### src/rtl/router_fsm.sv
// Packet-sequencing FSM for the 1x3 router input side: header decode, FIFO wait, load sequencing.
// Optional completed-packet counter (pkt_cnt port) is built when ROUTER_FSM_PKT_CNT_EN is defined.
module router_fsm #(
    parameter int CNT_W = 8
) (
    input  logic        clk,
    input  logic        resetn,
    input  logic        pkt_valid,
    input  logic [1:0]  data_in,
    input  logic        parity_done,
    input  logic        low_pkt_valid,
    input  logic        fifo_full,
    input  logic        fifo_empty_0,
    input  logic        fifo_empty_1,
    input  logic        fifo_empty_2,
    input  logic        soft_reset_0,
    input  logic        soft_reset_1,
    input  logic        soft_reset_2,
    output logic        detect_add,
    output logic        lfd_state,
    output logic        ld_state,
    output logic        laf_state,
    output logic        full_state,
    output logic        write_enb_reg,
    output logic        rst_int_reg,
    output logic        busy,
    output logic [1:0]  dest_addr,
    output logic [2:0]  o_dbg_state
`ifdef ROUTER_FSM_PKT_CNT_EN
    ,
    output logic [CNT_W-1:0] pkt_cnt
`endif
);

    typedef enum logic [2:0] {
        DECODE_ADDRESS     = 3'd0,
        LOAD_FIRST_DATA    = 3'd1,
        LOAD_DATA          = 3'd2,
        LOAD_AFTER_FULL    = 3'd3,
        FIFO_FULL_STATE    = 3'd4,
        LOAD_PARITY        = 3'd5,
        CHECK_PARITY_ERROR = 3'd6,
        WAIT_TILL_EMPTY    = 3'd7
    } state_t;

    if (CNT_W < 1) begin : g_bad_cnt_w
        $error("router_fsm: CNT_W must be at least 1");
    end

    state_t     r_state;
    state_t     w_next_state;
    logic [1:0] r_dest_addr;
    logic       w_hdr_ok;
    logic       w_hdr_empty;
    logic       w_dest_empty;
    logic       w_dest_soft_reset;

    // A header is accepted only for addresses 0..2; address 3 is silently dropped.
    assign w_hdr_ok = pkt_valid && (data_in != 2'd3);

    always_comb begin
        w_hdr_empty = 1'b0;
        case (data_in)
            2'd0:    w_hdr_empty = fifo_empty_0;
            2'd1:    w_hdr_empty = fifo_empty_1;
            2'd2:    w_hdr_empty = fifo_empty_2;
            default: w_hdr_empty = 1'b0;
        endcase
    end

    always_comb begin
        w_dest_empty      = 1'b0;
        w_dest_soft_reset = 1'b0;
        case (r_dest_addr)
            2'd0: begin
                w_dest_empty      = fifo_empty_0;
                w_dest_soft_reset = soft_reset_0;
            end
            2'd1: begin
                w_dest_empty      = fifo_empty_1;
                w_dest_soft_reset = soft_reset_1;
            end
            2'd2: begin
                w_dest_empty      = fifo_empty_2;
                w_dest_soft_reset = soft_reset_2;
            end
            default: begin
                w_dest_empty      = 1'b0;
                w_dest_soft_reset = 1'b0;
            end
        endcase
    end

    always_ff @(posedge clk) begin
        if (!resetn) begin
            r_state <= DECODE_ADDRESS;
        end else begin
            r_state <= w_next_state;
        end
    end

    always_comb begin
        w_next_state = r_state;
        if (r_state != DECODE_ADDRESS && w_dest_soft_reset) begin
            // A read-timeout on the active destination abandons the packet from any state.
            w_next_state = DECODE_ADDRESS;
        end else begin
            case (r_state)
                DECODE_ADDRESS: begin
                    if (w_hdr_ok) begin
                        w_next_state = w_hdr_empty ? LOAD_FIRST_DATA : WAIT_TILL_EMPTY;
                    end
                end
                LOAD_FIRST_DATA: w_next_state = LOAD_DATA;
                LOAD_DATA: begin
                    if (fifo_full) begin
                        w_next_state = FIFO_FULL_STATE;
                    end else if (!pkt_valid) begin
                        w_next_state = LOAD_PARITY;
                    end
                end
                FIFO_FULL_STATE: begin
                    if (!fifo_full) begin
                        w_next_state = LOAD_AFTER_FULL;
                    end
                end
                LOAD_AFTER_FULL: begin
                    if (parity_done) begin
                        w_next_state = DECODE_ADDRESS;
                    end else if (low_pkt_valid) begin
                        w_next_state = LOAD_PARITY;
                    end else begin
                        w_next_state = LOAD_DATA;
                    end
                end
                LOAD_PARITY: w_next_state = CHECK_PARITY_ERROR;
                CHECK_PARITY_ERROR: begin
                    w_next_state = fifo_full ? FIFO_FULL_STATE : DECODE_ADDRESS;
                end
                WAIT_TILL_EMPTY: begin
                    if (w_dest_empty) begin
                        w_next_state = LOAD_FIRST_DATA;
                    end
                end
                default: w_next_state = DECODE_ADDRESS;
            endcase
        end
    end

    always_comb begin
        detect_add    = (r_state == DECODE_ADDRESS);
        lfd_state     = (r_state == LOAD_FIRST_DATA);
        ld_state      = (r_state == LOAD_DATA);
        laf_state     = (r_state == LOAD_AFTER_FULL);
        full_state    = (r_state == FIFO_FULL_STATE);
        rst_int_reg   = (r_state == CHECK_PARITY_ERROR);
        write_enb_reg = (r_state == LOAD_DATA) || (r_state == LOAD_PARITY) ||
                        (r_state == LOAD_AFTER_FULL);
        busy          = !((r_state == DECODE_ADDRESS) || (r_state == LOAD_DATA));
        dest_addr     = r_dest_addr;
        o_dbg_state   = r_state;
    end

    always_ff @(posedge clk) begin
        if (!resetn) begin
            r_dest_addr <= 2'd0;
        end else if (r_state == DECODE_ADDRESS && w_hdr_ok) begin
            r_dest_addr <= data_in;
        end
    end

`ifdef ROUTER_FSM_PKT_CNT_EN
    logic [CNT_W-1:0] r_pkt_cnt;

    // Counts entries to parity check; soft reset deliberately does not clear it.
    always_ff @(posedge clk) begin
        if (!resetn) begin
            r_pkt_cnt <= '0;
        end else if (w_next_state == CHECK_PARITY_ERROR && r_state != CHECK_PARITY_ERROR) begin
            r_pkt_cnt <= r_pkt_cnt + 1'b1;
        end
    end

    assign pkt_cnt = r_pkt_cnt;
`endif

endmodule
### config.mk
export PLATFORM = sky130hd
export DESIGN_NAME = router_fsm
export DESIGN_NICKNAME = d
export VERILOG_FILES = /design/src/rtl/router_fsm.sv
export SDC_FILE = /design/constraint.sdc
export NUM_CORES = 1
export LEC_CHECK = 0
export BUFFER_PORTS_ARGS = -buffer_cell sky130_fd_sc_hd__buf_2
export CAP_MARGIN = 20
export CORE_MARGIN = 2
export CORE_UTILIZATION = 32
export DETAILED_ROUTE_END_ITERATION = 8
export GPL_TIMING_DRIVEN = 0
export PLACE_DENSITY_LB_ADDON = 0.12
export SLEW_MARGIN = 20
export SYNTH_ARGS = -nofsm -noshare
export SYNTH_HDL_FRONTEND = slang
export SYNTH_SLANG_ARGS = --single-unit
export TNS_END_PERCENT = 10
### constraint.sdc
create_clock -name clk -period 1.8 [get_ports clk]
set_clock_uncertainty 0.1 [all_clocks]
set_input_delay 0.18 -clock clk [delete_from_list [all_inputs] [get_ports clk]]
set_output_delay 0.18 -clock clk [all_outputs]
set_load 0.005 [all_outputs]
Word level (Yosys, flattened, before mapping):

Cells that the tools add are included.

* equality and inequality tests: 16
* mux-type cells: 13
* bitwise operators: 1
* reduce and logical (&&, ||, !) cells: 13

Operators by type and width (count)
* 3-bit two-way mux: 9
* 3-bit case mux with 8 select lines: 1
* 3-bit equality test, second input constant: 4
* 1-bit case mux with 3 select lines: 3
* 3-bit by 2-bit equality test with 1-bit output, second input constant: 2
* 2-bit inequality test, second input constant: 3
* 2-bit by 1-bit equality test with 1-bit output, second input constant: 2
* 2-bit equality test, second input constant: 2
* 2-bit zero test: 2
* 4-bit AND reduction: 1
* 3-bit by 1-bit equality test with 1-bit output, second input constant: 1
* 1-bit logical AND: 3
* 3-bit zero test: 1
* 1-bit logical OR: 3
* 3-bit inequality test, second input constant: 1
* 3-bit nonzero test: 1
* 2-bit by 1-bit inequality test with 1-bit output, second input constant: 1
* 2-bit OR reduction: 1
* 1-bit zero test: 1
* 1-bit inverter: 1

* register bits after elaboration: 5
* bits of input ports: 14

Depth between registers and ports, before layout:

Gate-level depths: netlist of run 1.

* depth after elaboration: 5
* mapped depth: 5
* depth with buffers taken out: 4

Worst setup path before layout of run 1:

OpenSTA, ideal clock, no wires.

* path kind: register -> register
* start: register r_state[2], in the netlist o_dbg_state[2]
* end: register r_state[2], in the netlist o_dbg_state[2]
* setup time: 0.091 ns
* arrival time: 1.116 ns
* setup slack: 0.494 ns
* stages on the path, launching flop included: 5
* clock period less this slack: 1.306 ns
* cells stage by stage: dfxtp_1 > buf_4 > nand3_1 > o21a_1 > a311oi_1

* longest elaborated chain between the ends: 3
* elaborated cells on any way between the ends: 17
* classes of those cells: 11 x eq/ne; 1 x mux; 5 x reduce/logical

Ends and longest elaborated chain
* start: declaration: line 50 `state_t r_state;`
* start signal: assignment: line 98 `r_state <= w_next_state;`
* 3-bit by 2-bit equality test with 1-bit output, or another cell as far along: line 108 `case (r_state)`
* 3-bit inequality test (no source line), or another cell as far along
* 4-bit AND reduction (no source line) or 2-bit OR reduction (tied branches)

Parallel ways exist; a longest one is shown, timed or not.
A chain may end at the register's enable or synchronous reset.

Worst setup path after layout of run 1:

* start: register r_state[0], in the netlist o_dbg_state[0]
* end: output port lfd_state

* longest elaborated chain between the ends: 1

Ends and longest elaborated chain
* 3-bit by 1-bit equality test with 1-bit output: line 152 `lfd_state = (r_state == LOAD_FIRST_DATA);`
* end: declaration: line 20 `output logic lfd_state,`

No other way between the ends.

==> results of run 1 <==
## worst max-delay path by stage
stage | start | endpoint | slack, ns
6_report | o_dbg_state[0]$_SDFFE_PP0P_ | lfd_state | 0.23
5_1_grt | o_dbg_state[0]$_SDFFE_PP0P_ | lfd_state | 0.1
4_1_cts | o_dbg_state[0]$_SDFFE_PP0P_ | lfd_state | 0.23
3_5_place_dp | o_dbg_state[2]$_SDFFE_PP0P_ | o_dbg_state[2]$_SDFFE_PP0P_ | 0.36
3_3_place_gp | o_dbg_state[2]$_SDFFE_PP0P_ | o_dbg_state[2]$_SDFFE_PP0P_ | 0.33
2_1_floorplan | o_dbg_state[2]$_SDFFE_PP0P_ | o_dbg_state[2]$_SDFFE_PP0P_ | 0.49
## per-layer routing
layer / up-vias / global-route usage [%]
li1: 287 / -
met1: 250 / 18.5
met4: 0 / 3.87
met3: 0 / 3.91
met5: - / 0
met2: 24 / 20.3
## metrics by stage
stage	cell area [um2]	utilization, %	hold WS [ns]
final	631	47.9	0.112
after CTS	631	47.9	0.109
after detailed placement	604	45.9	0.363
after floorplan	455	-	0.234
after global placement	604	45.9	0.361
after global routing	631	47.9	0.113
## Yosys cell counts
cell type  number  area (um2)
dfxtp_1         5         100
nor2_1          4        15.0
buf_2           2        10.0
nand3_1         3        15.0
o32ai_1         1        8.76
o211ai_1        1        7.51
and3b_1         1        8.76
and3_1          1        6.26
o31ai_1         2        15.0
a21boi_0        2        15.0
nand2_1         7        26.3
o21a_1          2        15.0
a21boi_1        1        7.51
or2_2           1        6.26
buf_4           1        7.51
nor3b_1         1        7.51
a21o_1          1        7.51
mux2i_1         3        30.0
nand2b_1        1        6.26
nor3_1          1        5.00
nand3b_1        3        22.5
nor3_4          1        16.3
nor2b_1         1        6.26
o21ai_0         5        25.0
inv_1           2        7.51
or2b_1          1        7.51
a21oi_1         3        15.0
a211oi_1        1        7.51
a221o_1         1        10.0
a311oi_1        2        17.5
## cell families after synthesis
group,Yosys count
AND/OR/NAND/NOR,26
multiplexers,3
buffers and inverters,5
AO/OA/AOI/OAI,22
flip-flops,5
## worst max-delay path: stages (launching register included)
cell and delay [ns]:
dfxtp_1 0.42, buf_2 0.24, inv_1 0.08, nor3_1 0.18, buf_2 0.14
## state kept, by name (all words and copies together), names as in the netlist
register	flops
o_dbg_state	3
dest_addr	2
## final cells by class
| type | count | area (um2) |
|---|---|---|
| tap | 15 | 18.8 |
| buffer | 3 | 17.5 |
| inverter | 2 | 7.51 |
| fill | 156 | 687 |
| sequential | 5 | 100 |
| timing repair buffer | 26 | 130 |
| multi-input combinational | 51 | 330 |
| clock buffer | 4 | 26.3 |
## report_power, final
group	leakage, nW	internal [mW]	switching [mW]
Clock	0.0150	0.0836	0.0426
Combinational	0.249	0.305	0.316
Sequential	0.0411	0.152	0.0788
Total	0.305	0.541	0.437
## layout by cell type (no fill, tap or decap), drive strengths merged, types with 2 or more instances in the layout
cell	instances
dfxtp	5
a21boi	3
inv	2
a21oi	3
buf	29
nand3	3
nand3b	3
mux2i	3
clkbuf	4
nor2	4
o21a	2
nor3	2
a311oi	2
nand2	7
o31ai	2
o21ai	5
==> metrics.md, run 1 <==
| Metric | Value |
|---|---|
| Worst Setup Start Kind | `flop` |
| CP arrival | `1.29 ns` |
| Worst slack, placed | `0.357 ns` |
| Tmin final | `1.57 ns` |
| # setup viols final | `0` |
| Final net count | `106` |
| Wire length on met2 | `535 um` |
| Synth Area in XOR/XNOR | `0%` |
| Initial detailed-routing violation count | `6` |
| Die area | `1740 um2` |
| Crit Path Class | `flop to output pin` |
| Setup TNS Final | `0 ns` |
| Tcrit/Tclk final | `87.2%` |
| Register-to-Register Path Depth | `4` |
| Vias in the first global route | `473` |
| Layout Cells excl Fill | `106` |
| Final Max Slew Viols | `0` |
| Port bufs | `26` |
| Via count | `561` |
| Status | `completed` |
| Leak | `0.305 nW` |
| Mean Syn Cell Area | `7.47 um2` |
| Worst-Skew Late Latency | `0.24 ns` |
| Compound-gate portion of the synthesized area | `33.2%` |
| Aggregate global-route resource usage | `13.5%` |
| Cts repair resizes | `0` |
| Simple-Gate Fraction of Synth Area | `32.7%` |
| Crit Path Max Fanout | `10` |
| Longest Clk Path Bufs | `2` |
| Clock Sinks | `5` |
| Pwr Density | `1550 nW/um2` |
| Reg-to-reg setup timing slack | `0.34 ns` |
| Post-Syn Area | `455 um2` |
| CTS tree | `yes` |
| Total power | `979 uW` |
| Dpl cells | `102` |
| Antenna diodes | `0` |
| GR Overflow Total | `0` |
| Multiplexer area fraction after synthesis | `6.59%` |
| R2R Path End | `o_dbg_state[2]$_SDFFE_PP0P_` |
| Worst r2r src | `o_dbg_state[2]$_SDFFE_PP0P_` |
| Post-Synthesis Cells | `61` |
| CTS buffer count | `3` |
| Post-CTS setup buffers | `0` |
| Worst vdd ir | `0.796 mV` |
| WHS Endpoint | `dest_addr[1]$_SDFFE_PN0P_` |
| Worst hold path depth | `2` |
| Fmax | `637 MHz` |
| Clk pin slew, worst setup/hold paths | `0.04 ns` |
| Combinational family with the most area after synthesis | `compound AO/OA/AOI/OAI gates` |
| Initial cell density of the core | `34.6%` |
| WL met3 | `83 um` |
| Maximum number of pins on one net before global-route repair | `11` |
| Vias per std cell | `5.29` |
| Yosys Warn Count | `0` |
| PnR worst setup slack | `0.230 ns` |
| CTS HTree Levels | `1` |
| Met1 WL | `530 um` |
| First-pass GRT wire length | `1890 um` |
| Remaining antenna violation count | `0` |
| Share of cells above drive strength 1 | `37.4%` |
| DRC viols | `0` |
| Slew @ Worst Pin | `0.407 ns` |
| Post-Syn Nets | `75` |
| Die width | `41.7 um` |
| Worst endpoint required time | `1.52 ns` |
| Routability Congestion | `0.793` |
| Post-Synth Adder-Cell Area | `0%` |
| Top layer in use | `met3` |
| # rows | `13` |
| Root buf cell | `clkbuf_4` |
| Maxcap violations | `0` |
| Hold WC Path Type | `input port to flop` |
| Register area share after synthesis | `22.0%` |
| Routed len/inst | `10.8 um` |
| Crit end category | `output pin` |
| Final hold violation count | `0` |
| Netlist cell types | `30` |
| #FFs+latches synth | `5` |
| CTS Hold Buffers Added | `0` |
| Hold path startpoint | `resetn` |
| Die height | `41.7 um` |
| RSZ-0062 raised after global routing | `false` |
| First-pass DRT Iterations | `4` |
| Routed WL | `1150 um` |
| Total I/O pin count | `27` |
| Max_slew headroom | `72.8%` |
| Core footprint | `1320 um2` |
| Initial antenna violation count | `0` |
| Area Growth Syn to Fin | `38.5%` |
| DP HPWL | `932 um` |
No activity file was read; power rests on OpenSTA's default activity.
==> inputs of run 2 (changes only) <==
--- a/config.mk
+++ b/config.mk
@@ -7,9 +7,9 @@
 export LEC_CHECK = 0
 export BUFFER_PORTS_ARGS = -buffer_cell sky130_fd_sc_hd__buf_2
 export CAP_MARGIN = 20
-export CORE_MARGIN = 2
-export CORE_UTILIZATION = 32
+export CORE_AREA = 2 2 39 41
 export DETAILED_ROUTE_END_ITERATION = 8
+export DIE_AREA = 0 0 41 43
 export GPL_TIMING_DRIVEN = 0
 export PLACE_DENSITY_LB_ADDON = 0.12
 export SLEW_MARGIN = 20
==> run 2 against run 1 <==
- global-route usage grew 1.6 points
- sequential power down 2%
- clock-buffer cell count is the same
- flip-flop and latch count unchanged
- via count down 2.7%
- die area grew 1.3%
- final cell count increased by 0.94%
- power grew 0.44%
- hold slack improved by 0.0023 ns
- final area increased by 0.20%
- largest cell class unchanged
- largest power group unchanged
==> metrics.md, run 2 (synthesis gave the netlist of run 1 again) <==
| Metric | Value |
|---|---|
| Area Growth Syn to Fin | `38.7%` |
| Fmax | `644 MHz (+1.2%)` |
| Dpl cell area | `606 um2 (+0.21%)` |
| Maximum number of pins on one net before global-route repair | `11 (unchanged)` |
| Maxcap violations | `0 (unchanged)` |
| Final net count | `106 (unchanged)` |
| Aggregate global-route resource usage | `15.1% (+1.6 points)` |
| Die width | `41 um (-1.7%)` |
| Reg-to-reg setup timing slack | `0.35 ns (about the same)` |
| Root buf cell | `clkbuf_4` |
| Crit Path Max Fanout | `10 (unchanged)` |
| Remaining antenna violation count | `0 (unchanged)` |
| Worst hold path depth | `2 (unchanged)` |
| Crit-path most repeated cell | `buf_2` |
| Via count | `546 (-2.7%)` |
| Max_slew headroom | `73.3% (+0.47 points)` |
| Hold WC Path Type | `input port to flop` |
| Final Max Slew Viols | `0 (unchanged)` |
| Slowest CP cell | `dfxtp_1` |
| Finished Cell Area | `632 um2 (+0.20%)` |
| Internal power | `541 uW (about the same)` |
| # setup viols final | `0 (unchanged)` |
| Routed len/inst | `11.1 um (+2.5%)` |
| Worst Setup Start Kind | `flop` |
| Clock power share | `12.8% (about the same)` |
| Status | `completed` |
| First-pass GRT wire length | `1880 um (-0.74%)` |
| Initial cell density of the core | `32.9% (-1.7 points)` |
| Crit end category | `output pin` |
| Seq pwr share | `23.1% (-0.5 points)` |
| Register-to-Register Path Depth | `4 (unchanged)` |
| Max reg flops | `3 (unchanged)` |
| Switch Pwr | `442 uW (+0.92%)` |
| DRC viols | `0 (unchanged)` |
| CP arrival | `1.27 ns (-0.02 ns)` |
| Comb power frac | `64.1% (+0.6 points)` |
| Most frequent cells in the layout | `buf_2 (28), nand2_1 (7), o21ai_0 (5), dfxtp_1 (5), nor2_1 (4)` |
| R2R Path End | `o_dbg_state[0]$_SDFFE_PP0P_` |
| Worst hold slack | `0.114 ns (+0.00235 ns)` |
| Worst-Skew Late Latency | `0.24 ns (about the same)` |
| Crit-path cells | `buf_2, inv_1, nor3_1, buf_2` |
| Die area | `1760 um2 (+1.3%)` |
| Setup TNS Final | `0 ns (unchanged)` |
| DP HPWL | `954 um (+2.4%)` |
| RSZ-0062 raised after global routing | `false` |
| Routability Congestion | `0.796 (+0.40%)` |
| CTS HTree Levels | `1 (unchanged)` |
| Vias per std cell | `5.10 (-3.6%)` |
| Worst vdd ir | `0.824 mV (+3.6%)` |
| Clk pin slew, worst setup/hold paths | `0.04 ns (about the same)` |
| CTS buffer count | `3 (unchanged)` |
| Leak | `0.305 nW (unchanged)` |
| Cts repair resizes | `0 (unchanged)` |
| First-pass DRT Iterations | `3 (-1)` |
| Commonest non-fill, non-tap cell in the layout | `buf_2` |
| Switching power share of the total | `44.9% (+0.21 points)` |
| Pwr Density | `1560 nW/um2 (+0.24%)` |
| Port bufs | `26 (unchanged)` |
| Crit Path Class | `flop to output pin` |
| Routed WL | `1190 um (+3.5%)` |
| Initial detailed-routing violation count | `10 (+4)` |
| Worst endpoint required time | `1.52 ns (about the same)` |
| WHS Endpoint | `dest_addr[1]$_SDFFE_PN0P_` |
| Tcrit/Tclk final | `86.2% (-1.0 points)` |
| Worst r2r src | `dest_addr[0]$_SDFFE_PN0P_` |
| Die height | `43 um (+3.1%)` |
| Slew @ Worst Pin | `0.400 ns (-0.00703 ns)` |
| Hold path startpoint | `resetn` |
| Post-CTS setup buffers | `0 (unchanged)` |
| Longest Clk Path Bufs | `2 (unchanged)` |
| # rows | `14 (+1)` |
| Tmin final | `1.55 ns (-0.0182 ns)` |
| Final hold violation count | `0 (unchanged)` |
| Antenna diodes | `0 (unchanged)` |
| GR Overflow Total | `0 (unchanged)` |
| CTS tree | `yes` |
| Initial antenna violation count | `0 (unchanged)` |
| CP Launch Point | `o_dbg_state[0]$_SDFFE_PP0P_` |
| Total I/O pin count | `27 (unchanged)` |
| Slowest Stage Delay on Critical Path | `0.41 ns (about the same)` |
| Clock Sinks | `5 (unchanged)` |
| Core footprint | `1380 um2 (+5.0%)` |
| Share of cells above drive strength 1 | `37.4% (unchanged)` |
| CTS Hold Buffers Added | `0 (unchanged)` |
| Vias in the first global route | `478 (+1.1%)` |
[run 2: layer usage]
| layer | track usage [%] | vias up | wire length [um] |
|---|---|---|---|
| met5 | 0 | - | 0 |
| met4 | 2.00 | 0 | 0 |
| met3 | 6.28 | 0 | 84 |
| met2 | 22.5 | 18 | 546 |
| met1 | 20.3 | 241 | 557 |
| li1 | - | 287 | - |
[run 2: area by class of cell]
type	count	area [um2]
sequential	5	100
inverter	2	7.51
multi-input combinational	51	330
fill	160	752
buffer	3	17.5
timing repair buffer	26	130
clock buffer	4	26.3
tap	16	20.0
[run 2: stage by stage]
| step | total power, mW | util, % | std cells | setup WS [ns] |
|---|---|---|---|---|
| floorplan | 0.643 | - | 61 | 0.494 |
| global placement | 0.864 | 43.8 | 103 | 0.322 |
| detailed placement | 0.865 | 43.8 | 103 | 0.355 |
| CTS | 1.00 | 45.7 | 107 | 0.223 |
| global route | 1.10 | 45.7 | 107 | 0.117 |
| finish | 0.983 | 45.7 | 107 | 0.248 |
[run 2: power groups by stage]
| stage | combinational, mW | sequential, mW | clock (mW) |
|---|---|---|---|
| after floorplan | 0.421 | 0.222 | 0 |
| after global placement | 0.633 | 0.231 | 0 |
| after detailed placement | 0.635 | 0.231 | 0 |
| after CTS | 0.637 | 0.230 | 0.134 |
| after global routing | 0.719 | 0.241 | 0.144 |
| final | 0.630 | 0.227 | 0.125 |
[run 2: worst max-delay path by stage]
stage	cells past startpoint	to
global placement	4	o_dbg_state[2]$_SDFFE_PP0P_
CTS	4	lfd_state
detailed placement	4	o_dbg_state[1]$_SDFFE_PP0P_
global route	4	lfd_state
finish	4	lfd_state
floorplan	4	o_dbg_state[2]$_SDFFE_PP0P_
[run 2: worst max-delay path: cells and delay by family (launching register included)]
family        cells  cell delay [ns]
buf+inv           3             0.45
flops             1             0.41
simple gates      1             0.17
